[config.mk]
export PLATFORM = sky130hd
export DESIGN_NAME = mem_stage
export DESIGN_NICKNAME = d
export VERILOG_FILES = /design/src/rtl/mem_pkg.sv /design/src/rtl/mem_lane.sv /design/src/rtl/mem_stage.sv
export SDC_FILE = /design/constraint.sdc
export NUM_CORES = 1
export LEC_CHECK = 0
export CORE_MARGIN = 5
export CORE_UTILIZATION = 48
export DETAILED_ROUTE_END_ITERATION = 16
export PLACE_DENSITY_LB_ADDON = 0.3
export SLEW_MARGIN = 15
export SYNTH_ARGS = -nofsm -noshare
export SYNTH_HDL_FRONTEND = slang
export SYNTH_HIERARCHICAL = 1
export SYNTH_SLANG_ARGS = --single-unit
export TNS_END_PERCENT = 30
[constraint.sdc]
create_clock -name clk -period 3.08 [get_ports clk]
set_clock_uncertainty 0.05 [all_clocks]
set_input_delay 0.616 -clock clk [delete_from_list [all_inputs] [get_ports clk]]
set_output_delay 0.616 -clock clk [all_outputs]
set_load 0.01 [all_outputs]
[src/rtl/mem_pkg.sv]
// rtl/mem_pkg.sv - shared types and constants for the nqcpu load/store stage
package mem_pkg;

  typedef enum logic [1:0] {
    ST_IDLE   = 2'd0,
    ST_ACCESS = 2'd1,
    ST_DONE   = 2'd2
  } state_t;

  localparam logic [1:0] LANE_LO = 2'b01;
  localparam logic [1:0] LANE_HI = 2'b10;
  localparam logic [1:0] LANE_W  = 2'b11;

  localparam int MAX_WAIT_DEF = 255;

endpackage

[src/rtl/mem_lane.sv]
// rtl/mem_lane.sv - byte-lane steering for bus writes and load-data extraction
module mem_lane
  import mem_pkg::*;
(
  input  logic        byte_op,
  input  logic        addr_lsb,
  input  logic [15:0] wdata,
  input  logic [15:0] rdata,
  output logic [1:0]  be,
  output logic [15:0] bus_wdata,
  output logic [15:0] load_data
);

  always_comb begin
    be        = LANE_W;
    bus_wdata = wdata;
    load_data = rdata;
    if (byte_op) begin
      be        = addr_lsb ? LANE_HI : LANE_LO;
      // Byte stores replicate onto both lanes; the enables pick the real one.
      bus_wdata = {wdata[7:0], wdata[7:0]};
      load_data = {8'h00, (addr_lsb ? rdata[15:8] : rdata[7:0])};
    end
  end

endmodule

[src/rtl/mem_stage.sv]
// rtl/mem_stage.sv - load/store stage: runs one memory op on the 16-bit bus
module mem_stage
  import mem_pkg::*;
#(
  parameter int MAX_WAIT = MAX_WAIT_DEF,
  parameter int WAIT_W   = 8
) (
  input  logic        clk,
  input  logic        rst,
  input  logic        start_i,
  input  logic        op_load_i,
  input  logic        op_store_i,
  input  logic        op_byte_i,
  input  logic [15:0] op_addr_i,
  input  logic [15:0] op_wdata_i,
  input  logic [2:0]  op_dest_i,
  input  logic        needWait_i,
  input  logic [15:0] data_i,
  output logic [15:0] addr_o,
  output logic        re_o,
  output logic        we_o,
  output logic [1:0]  be_o,
  output logic [15:0] data_o,
  output logic        rf_we,
  output logic [2:0]  rf_regDest,
  output logic [15:0] rf_dataIn,
  output logic        rf_hb,
  output logic        rf_lb,
  output logic        busy_o,
  output logic        done_o,
  output logic        err_o
);

  state_t              state, state_n;
  logic                is_load_q, is_store_q, byte_q, err_q;
  logic [15:0]         addr_q, wdata_q, rdata_q;
  logic [2:0]          dest_q;
  logic [WAIT_W-1:0]   wait_cnt;

  logic                has_op, misalign, go_access, timeout;
  logic [1:0]          lane_be;
  logic [15:0]         lane_wdata, lane_load;

  assign has_op    = op_load_i | op_store_i;
  assign misalign  = ~op_byte_i & op_addr_i[0];
  assign go_access = start_i & has_op & ~misalign;
  assign timeout   = needWait_i && (wait_cnt == WAIT_W'(MAX_WAIT - 1));

  mem_lane u_lane (
    .byte_op   (byte_q),
    .addr_lsb  (addr_q[0]),
    .wdata     (wdata_q),
    .rdata     (rdata_q),
    .be        (lane_be),
    .bus_wdata (lane_wdata),
    .load_data (lane_load)
  );

  always_ff @(posedge clk or posedge rst) begin
    if (rst) begin
      state      <= ST_IDLE;
      is_load_q  <= 1'b0;
      is_store_q <= 1'b0;
      byte_q     <= 1'b0;
      err_q      <= 1'b0;
      addr_q     <= '0;
      wdata_q    <= '0;
      rdata_q    <= '0;
      dest_q     <= '0;
      wait_cnt   <= '0;
    end else begin
      state <= state_n;
      case (state)
        ST_IDLE: begin
          if (start_i) begin
            is_load_q  <= op_load_i;
            is_store_q <= op_store_i & ~op_load_i;
            err_q      <= has_op & misalign;
            dest_q     <= op_dest_i;
            wait_cnt   <= '0;
            // Bus-facing registers only move when a bus cycle really starts.
            if (go_access) begin
              addr_q  <= op_addr_i;
              wdata_q <= op_wdata_i;
              byte_q  <= op_byte_i;
            end
          end
        end
        ST_ACCESS: begin
          if (needWait_i) begin
            wait_cnt <= wait_cnt + WAIT_W'(1);
            if (timeout) err_q <= 1'b1;
          end else if (is_load_q) begin
            rdata_q <= data_i;
          end
        end
        default: ;
      endcase
    end
  end

  always_comb begin
    state_n = state;
    case (state)
      ST_IDLE:   if (start_i) state_n = go_access ? ST_ACCESS : ST_DONE;
      ST_ACCESS: if (!needWait_i || timeout) state_n = ST_DONE;
      ST_DONE:   state_n = ST_IDLE;
      default:   state_n = ST_IDLE;
    endcase
  end

  assign addr_o     = {addr_q[15:1], 1'b0};
  assign data_o     = lane_wdata;
  assign re_o       = (state == ST_ACCESS) & is_load_q;
  assign we_o       = (state == ST_ACCESS) & is_store_q;
  assign be_o       = (state == ST_ACCESS) ? lane_be : 2'b00;
  assign busy_o     = (state != ST_IDLE);
  assign done_o     = (state == ST_DONE);
  assign err_o      = done_o & err_q;
  assign rf_we      = done_o & is_load_q & ~err_q;
  assign rf_lb      = rf_we;
  assign rf_hb      = rf_we & ~byte_q;
  assign rf_regDest = dest_q;
  assign rf_dataIn  = lane_load;

endmodule

# --- Word level (Yosys, flattened, before mapping) ---
# Cells that the tools add are included.
totals:
  ff_bits: 65
  in_bits: 58
  out_inout_bits: 61
  wordCells: 65
classes:
  n_addsub: 1
  eq_ne: 7
  muxes: 17
  n_bitwise: 18
  reduce_logical: 12
ops:
  columns: ["operator", "count"]
  rows:
  - ["two-way mux 16 bit", 2]
  - ["two-way mux 8 bit", 3]
  - ["case mux 8 bit (2 select lines)", 1]
  - ["two-way mux 2 bit", 6]
  - ["AND 1 bit", 11]
  - ["AND reduction 3 bit", 3]
  - ["adder 8 x 1 -> 8 bit (second input constant)", 1]
  - ["equality test 8 bit (second input constant)", 1]
  - ["!= test 2 bit (second input constant)", 4]
  - ["inverter 1 bit", 6]
  - ["case mux 2 bit (2 select lines)", 1]
  - ["AND reduction 2 bit", 2]
  - ["AND reduction 4 bit", 1]
  - ["nonzero test 2 bit", 2]
  - ["two-way mux 1 bit", 3]
  - ["equality test 2 x 1 -> 1 bit (second input constant)", 1]
  - ["equality test 2 bit (second input constant)", 1]
  - ["zero test 2 bit", 1]
  - ["case mux 1 bit (2 select lines)", 1]
  - ["logical AND 1 bit", 1]
  - ["zero test 1 bit", 1]
  - ["logical OR 1 bit", 1]
  - ["OR 1 bit", 1]

# --- Longest topological paths before layout ---
# Gate-level depths: netlist of the first run.
depth:
  depth_word: 7
  ltp_mapped: 6
  ltp_nobuf: 5

# --- Hierarchy ---
# The synthesis of the first run kept the hierarchy.
by_module_without_submodules:
  columns: ["module", "instances", "cells_per_inst", "area_per_inst_um2", "seq_area_each_um2"]
  rows:
  - ["mem_stage", 1, 220, 2845.2, 1626.6]
  - ["mem_lane", 1, 36, 372.9, 0.0]

# --- Worst setup path before layout of the first run ---
# OpenSTA, ideal clock, no wires.
synth_timing:
  path_type: "reg2out"
  start: "register state[1]"
  end: "output port rf_hb"
  t_arrival_ns: 1.331
  setup_slack_ns: 1.083
  path_stages_with_launch: 5
  n_path_buf: 1
  cell_sequence: "dfrtp_1 > clkbuf_1 > nor2b_1 > and3b_1 > and2_1"
synth_between:
  elab_chain_len: 4
synth_rtl:
  columns: ["element", "line", "text"]
  rows:
  - ["from (decl)", "mem_stage.sv:34", "state_t state, state_n;"]
  - ["from (signal assigned)", "mem_stage.sv:72", "state <= state_n;"]
  - ["equality test 2 bit", "mem_stage.sv:118", "assign done_o = (state == ST_DONE);"]
  - ["net done_o", "mem_stage.sv:30", "output logic done_o,"]
  - ["AND 1 bit (2 in series)", "mem_stage.sv:120", "assign rf_we = done_o & is_load_q & ~err_q;"]
  - ["net rf_lb", "mem_stage.sv:28", "output logic rf_lb,"]
  - ["AND 1 bit", "mem_stage.sv:122", "assign rf_hb = rf_we & ~byte_q;"]
  - ["to (decl)", "mem_stage.sv:27", "output logic rf_hb,"]
# The timed path passes the listed nets, and every way through them passes these cells.

# --- Final worst setup path of the first run ---
layout_timing:
  start: "register byte_q"
  end: "output port data_o[15]"
layout_between:
  elab_chain_len: 1
layout_rtl:
  columns: ["element", "line", "text"]
  rows:
  - ["from (decl)", "mem_stage.sv:35", "logic is_load_q, is_store_q, byte_q, err_q;"]
  - ["from (signal assigned)", "mem_stage.sv:85", "byte_q <= op_byte_i;"]
  - ["two-way mux 16 bit", "mem_lane.sv:18", "if (byte_op) begin"]
  - ["to (decl)", "mem_stage.sv:23", "output logic [15:0] data_o,"]
# No other way between the ends.

==> results of run 1 <==
## worst max-delay path: cells and delay by family, from the launching register on
family,cells,cell delay (ns)
buf+inv,2,0.79
flops,1,0.63
mux,1,0.35
## state kept, by name (all words and copies together), names as in the netlist
signal,count
err_q,1
addr_q,16
state,2
wait_cnt,8
rf_regDest,3
wdata_q,16
is_store_q,1
is_load_q,1
rdata_q,16
byte_q,1
## final cells by class
cell class,count,area share (%)
inverter,5,0.4183
multi-input combinational,150,29.03
sequential,65,36.25
tap,77,2.147
clock inverter,5,1.813
clock buffer,10,2.844
timing repair buffer,122,27.50
## stage by stage
stage               worst slack [ns]  area [sq um]  util (%)  total power, W  instances
floorplan                     0.7875          3218         -        0.002789        256
global placement              0.4875          4278     66.61        0.003597        419
detailed placement            0.4293          4278     66.61        0.003663        419
CTS                           0.2575          4487     69.86        0.004450        434
global route                  0.1993          4487     69.86        0.004655        434
finish                        0.3081          4487     69.86        0.004391        434
## logic make-up after synthesis
kind of cell,count (synthesis)
adders and majority gates,2
buffers and inverters,41
muxes,66
AOI/OAI and AO/OA,18
DFF,65
other,1
and+or+nand+nor,63
## worst min path at each step
stage | start | endpoint | depth (start not counted) | slack (ns)
floorplan | is_store_q | is_store_q | 2 | 0.38
global placement | is_store_q | is_store_q | 2 | 0.40
detailed placement | is_store_q | is_store_q | 2 | 0.41
CTS | is_store_q | is_store_q | 2 | 0.42
global route | is_store_q | is_store_q | 2 | 0.46
finish | is_store_q | is_store_q | 2 | 0.42
## metal layers
metal	vias to the layer above	global-route usage, %	wire length, microns
li1	1060	-	-
met1	1071	22.23	3158
met2	84	28.04	3485
met3	8	5.074	493
met4	0	6.312	95
met5	-	0	0
## power groups by stage
stage,Clock (W),Combinational [W],Sequential (W)
after floorplan,0,0.00136,0.00143
after global placement,0,0.00208,0.00152
after detailed placement,0,0.00212,0.00154
after CTS,0.000796,0.00213,0.00153
after global routing,0.000840,0.00223,0.00158
final,0.000776,0.00209,0.00152
## placed cells by master (no fill, tap or decap), types with 4 or more instances in the layout
cell	count
clkdlybuf4s50_1	117
dfrtp_1	65
mux2_2	54
nand2_1	18
nor2b_1	10
clkbuf_8	9
mux2_4	9
o21ai_0	6
and2_1	6
nand2b_1	4
inv_1	4
a21oi_1	4
==> results.yml, run 1 <==
run_status:
  outcome: "complete, no violations"
logic_synthesis:
  yosys.area_share.xor_xnor_pct: 0
  synth_ff_type: "dfrtp_1"
  synth_warnings: 6
  syn_area_per_cell_sq_um: 12.57
  synthMuxAreaShare_pct: 24.03
  yosys.area.top_type_share_pct: 50.54
  syn-num-nets: 316
  synth_common_cells: "dfrtp_1, mux2_2, buf_4, nand2_1, nor2b_1"
  synth-compound-area-share_pct: 3.616
  synthSimpleGateAreaFrac_pct: 11.94
  ys_ff_latch: 65
  synth_top_family_by_area: "multiplexers"
  synth_edf_count: 0
  yosys.area.top_type: "dfrtp_1"
  synth.distinct_cells: 37
  synth.most_common_cell: "dfrtp_1"
  synth_fa_ha_area_share_pct: 0.7776
  async_flop_share_pct: 100.0
  syn_area_sq_mm: 0.003218
  syn-instance-count: 256
  ys_seq_area_share_pct: 50.54
  synth_area_leaders: "dfrtp_1, mux2_2, buf_4"
global_route:
  grt.total_usage_pct: 17.35
  grt_start_max_net_pins: 35
  grt_pass1_vias: 2273
  grt_first_pass_wirelength_mm: 11.49
  grt_overflow: 0
  antenna_found_initial: 0
clocking:
  path_clk_slew_ns: 0.07
  cts_tree: "done"
  cts-root-buf: "clkbuf_8"
  clock-sinks: 65
  htreeDepth: 3
  cts_buffer_depth: 2
  numCtsBuffers: 9
  post_cts_resized: 0
  worstSkewPairLatency_ns: 0.34
  ctsHoldBuffers: 0
  postCtsSetupRepairBufs: 0
power:
  p_leak_nw: 1.904
  ir_drop_uv: 588.9
  p_per_area_mw_per_mm2: 978.8
  p_comb_share_pct: 47.7
  p_sw_share_pct: 31.00
  power_frac_seq_pct: 34.7
  power.switching_w: 0.001361
  p_clk_share_pct: 17.7
  intPower_w: 0.003030
timing:
  finalHoldViolCount: 0
  worstMarginPinSlew_ns: 0.6690
  hold_slack_ns: 0.4194
  slew_violations: 0
  period_share_pct: 90.00
  setup_viol: 0
  max_freq_mhz: 360.8
  relSlewSlack_pct: 54.13
  min_period_ns: 2.772
  tns_ns: 0
  rsz0062_at_grt: "false"
floorplanning:
  core.rowCount: 29
  dieArea_sq_mm: 0.008442
  die_y_microns: 91.88
  core_area_sq_mm: 0.006422
  start_util_pct: 50.11
  io_pins: 119
  die_x_microns: 91.88
drt:
  vias_per_cell: 5.122
  via_count: 2223
  routed_wl_mm: 7.232
  routedWlPerCell_microns: 16.66
  drt-initial-drc-count: 39
  first_pass_iters: 4
  drtAntennaViolNets: 0
  drc: 0
worst_setup_path:
  rr_endpoint: "wdata_q[3]"
  r2r_start: "state[1]"
  ff2ff_path_depth: 4
  crit_chain: "buf_4, mux2_2, clkdlybuf4s50_1"
  r2r_setup_slack_ns: 1.00
  end_kind: "output port"
  cpPeakStageDelay_ns: 0.63
  startpoint_type: "register"
  cp.required_ns: 2.41
  arrival_ns: 2.11
  crit_fanout: 10
  crit_end: "data_o[15]"
  cp_slowest_cell: "dfrtp_1"
  crit_start: "byte_q"
  crit_type: "reg2out"
finish:
  seq_area_sq_mm: 0.001627
  n_antenna_cell: 0
  layout-drive-gt1-share_pct: 24.65
  multiInputGateArea_sq_mm: 0.001303
  final_nets: 413
  num-fill-cells: 485
  area_growth_pct: 39.42
place:
  gp_congestion: 0.8771
  port_buffers: 117
  dpl.hpwl_mm: 5.387
run:
  maxCapViolCount: 0
hold_path:
  hold_class: "reg2reg"
Power figures use the tool's default switching activity.
==> run 2, diff against run 1 <==
==> constraint.sdc (replaced) <==
create_clock -name clk -period 3.25 [get_ports clk]
set_clock_uncertainty 0.05 [all_clocks]
set_input_delay 0.65 -clock clk [delete_from_list [all_inputs] [get_ports clk]]
set_output_delay 0.65 -clock clk [all_outputs]
set_load 0.01 [all_outputs]
==> results.yml, run 2 (synthesis results as in run 1) <==
drt:
  first_pass_iters: 4
  routed_wl_mm: 7.003
  via_count: 2203
  drc: 0
  drtAntennaViolNets: 0
  drt-initial-drc-count: 42
  routedWlPerCell_microns: 16.06
  vias_per_cell: 5.053
worst_setup_path:
  crit_type: "reg2out"
  startpoint_type: "register"
  cpPeakStageDelay_ns: 0.57
  crit_buf_inv: 1
  ff2ff_path_depth: 4
  arrival_ns: 2.01
  end_kind: "output port"
  cp_slowest_cell: "clkdlybuf4s50_1"
  crit_fanout: 10
  cp.required_ns: 2.55
  crit_chain: "nor2b_1, and2_1, clkdlybuf4s50_1"
  cp.depth: 3
  path_delay_family: "simple AND/OR/NAND/NOR gates"
finish:
  n_antenna_cell: 0
  final_cell_mix: "clkdlybuf4s50_1, dfrtp_1, mux2_2, nand2_1, nor2b_1"
  largest_registers: "addr_q x16, rdata_q x16, wdata_q x16"
  layout-drive-gt1-share_pct: 25.07
  final_common_cell: "clkdlybuf4s50_1"
  area_growth_pct: 39.50
  final_util_pct: 69.90
  final_nets: 415
floorplanning:
  die_y_microns: 91.88
  io_pins: 119
  core_area_sq_mm: 0.006422
  start_util_pct: 50.11
  dieArea_sq_mm: 0.008442
  core.rowCount: 29
  die_x_microns: 91.88
hold_path:
  holdPathStages: 1
  hold_class: "reg2reg"
run_status:
  outcome: "complete, no violations"
timing:
  finalHoldViolCount: 0
  slew_violations: 0
  tns_ns: 0
  worstMarginPinSlew_ns: 0.6907
  period_share_pct: 83.51
  relSlewSlack_pct: 52.64
  rsz0062_at_grt: "false"
  setup_viol: 0
  min_period_ns: 2.714
  max_freq_mhz: 368.4
place:
  gp_congestion: 0.8209
  dpl.hpwl_mm: 5.254
  port_buffers: 117
clocking:
  cts-root-buf: "clkbuf_8"
  cts_tree: "done"
  cts_buffer_depth: 2
  postCtsSetupRepairBufs: 0
  numCtsBuffers: 9
  post_cts_resized: 0
  path_clk_slew_ns: 0.07
  ctsHoldBuffers: 0
  worstSkewPairLatency_ns: 0.33
  htreeDepth: 3
  clock-sinks: 65
power:
  power.switching_w: 0.001274
  intPower_w: 0.002878
  total_power_w: 0.004151
  p_sw_share_pct: 30.69
  p_comb_share_pct: 48.3
  p_per_area_mw_per_mm2: 924.7
  ir_drop_uv: 478.9
  p_leak_nw: 1.911
  power_frac_seq_pct: 34.1
  p_clk_share_pct: 17.6
global_route:
  grt.total_usage_pct: 17.02
  grt_overflow: 0
  grt_pass1_vias: 2325
  grt_first_pass_wirelength_mm: 11.49
  grt_start_max_net_pins: 35
  antenna_found_initial: 0
run:
  maxCapViolCount: 0
## run 2: changes by cell type in the layout (fill, tap and decap cells not counted), sizes merged
cell,delta
buf,+2
## run 2: power groups by stage
stage               Combinational (W)  Sequential (W)  Clock [W]
floorplan                     0.00129         0.00136          0
global placement              0.00200         0.00141          0
detailed placement            0.00204         0.00143          0
CTS                           0.00204         0.00142   0.000745
global route                  0.00215         0.00148   0.000780
finish                        0.00200         0.00142   0.000732
## run 2: final timing paths
| check | endpoint | from | slack [ns] |
|---|---|---|---|
| max | be_o[0] | state[0] | 0.54 |
| min | wait_cnt[5] | wait_cnt[5] | 0.43 |
| max reg2reg | wdata_q[5] | state[1] | 1.16 |
| min reg2reg | wait_cnt[5] | wait_cnt[5] | 0.43 |
| max in group asynchronous | wdata_q[12] | rst | 1.83 |
| min in group asynchronous | addr_q[10] | rst | 0.70 |
## run 2: through the flow
step	cell area [sq um]	worst slack (ns)	instances	hold slack, ns
after floorplan	3218	0.9235	256	0.3804
after global placement	4280	0.5823	421	0.3932
after detailed placement	4280	0.5362	421	0.4163
after CTS	4489	0.5241	436	0.4272
after global routing	4489	0.4361	436	0.4571
final	4489	0.5358	436	0.4285
## run 2: per-layer routing
| layer | track usage, % | up-vias | part of all wire [%] |
|---|---|---|---|
| li1 | - | 1057 | - |
| met1 | 21.08 | 1053 | 43 |
| met2 | 28.89 | 85 | 49 |
| met3 | 4.583 | 8 | 7.2 |
| met4 | 5.693 | 0 | 1.2 |
| met5 | 0 | - | 0 |
## run 2: area by class of cell
| type | count | area [sq um] |
|---|---|---|
| multi-input combinational | 150 | 1303 |
| clock buffer | 10 | 127.6 |
| fill | 504 | 1933 |
| timing repair buffer | 124 | 1236 |
| sequential | 65 | 1627 |
| tap | 77 | 96.34 |
| clock inverter | 5 | 81.33 |
| inverter | 5 | 18.77 |
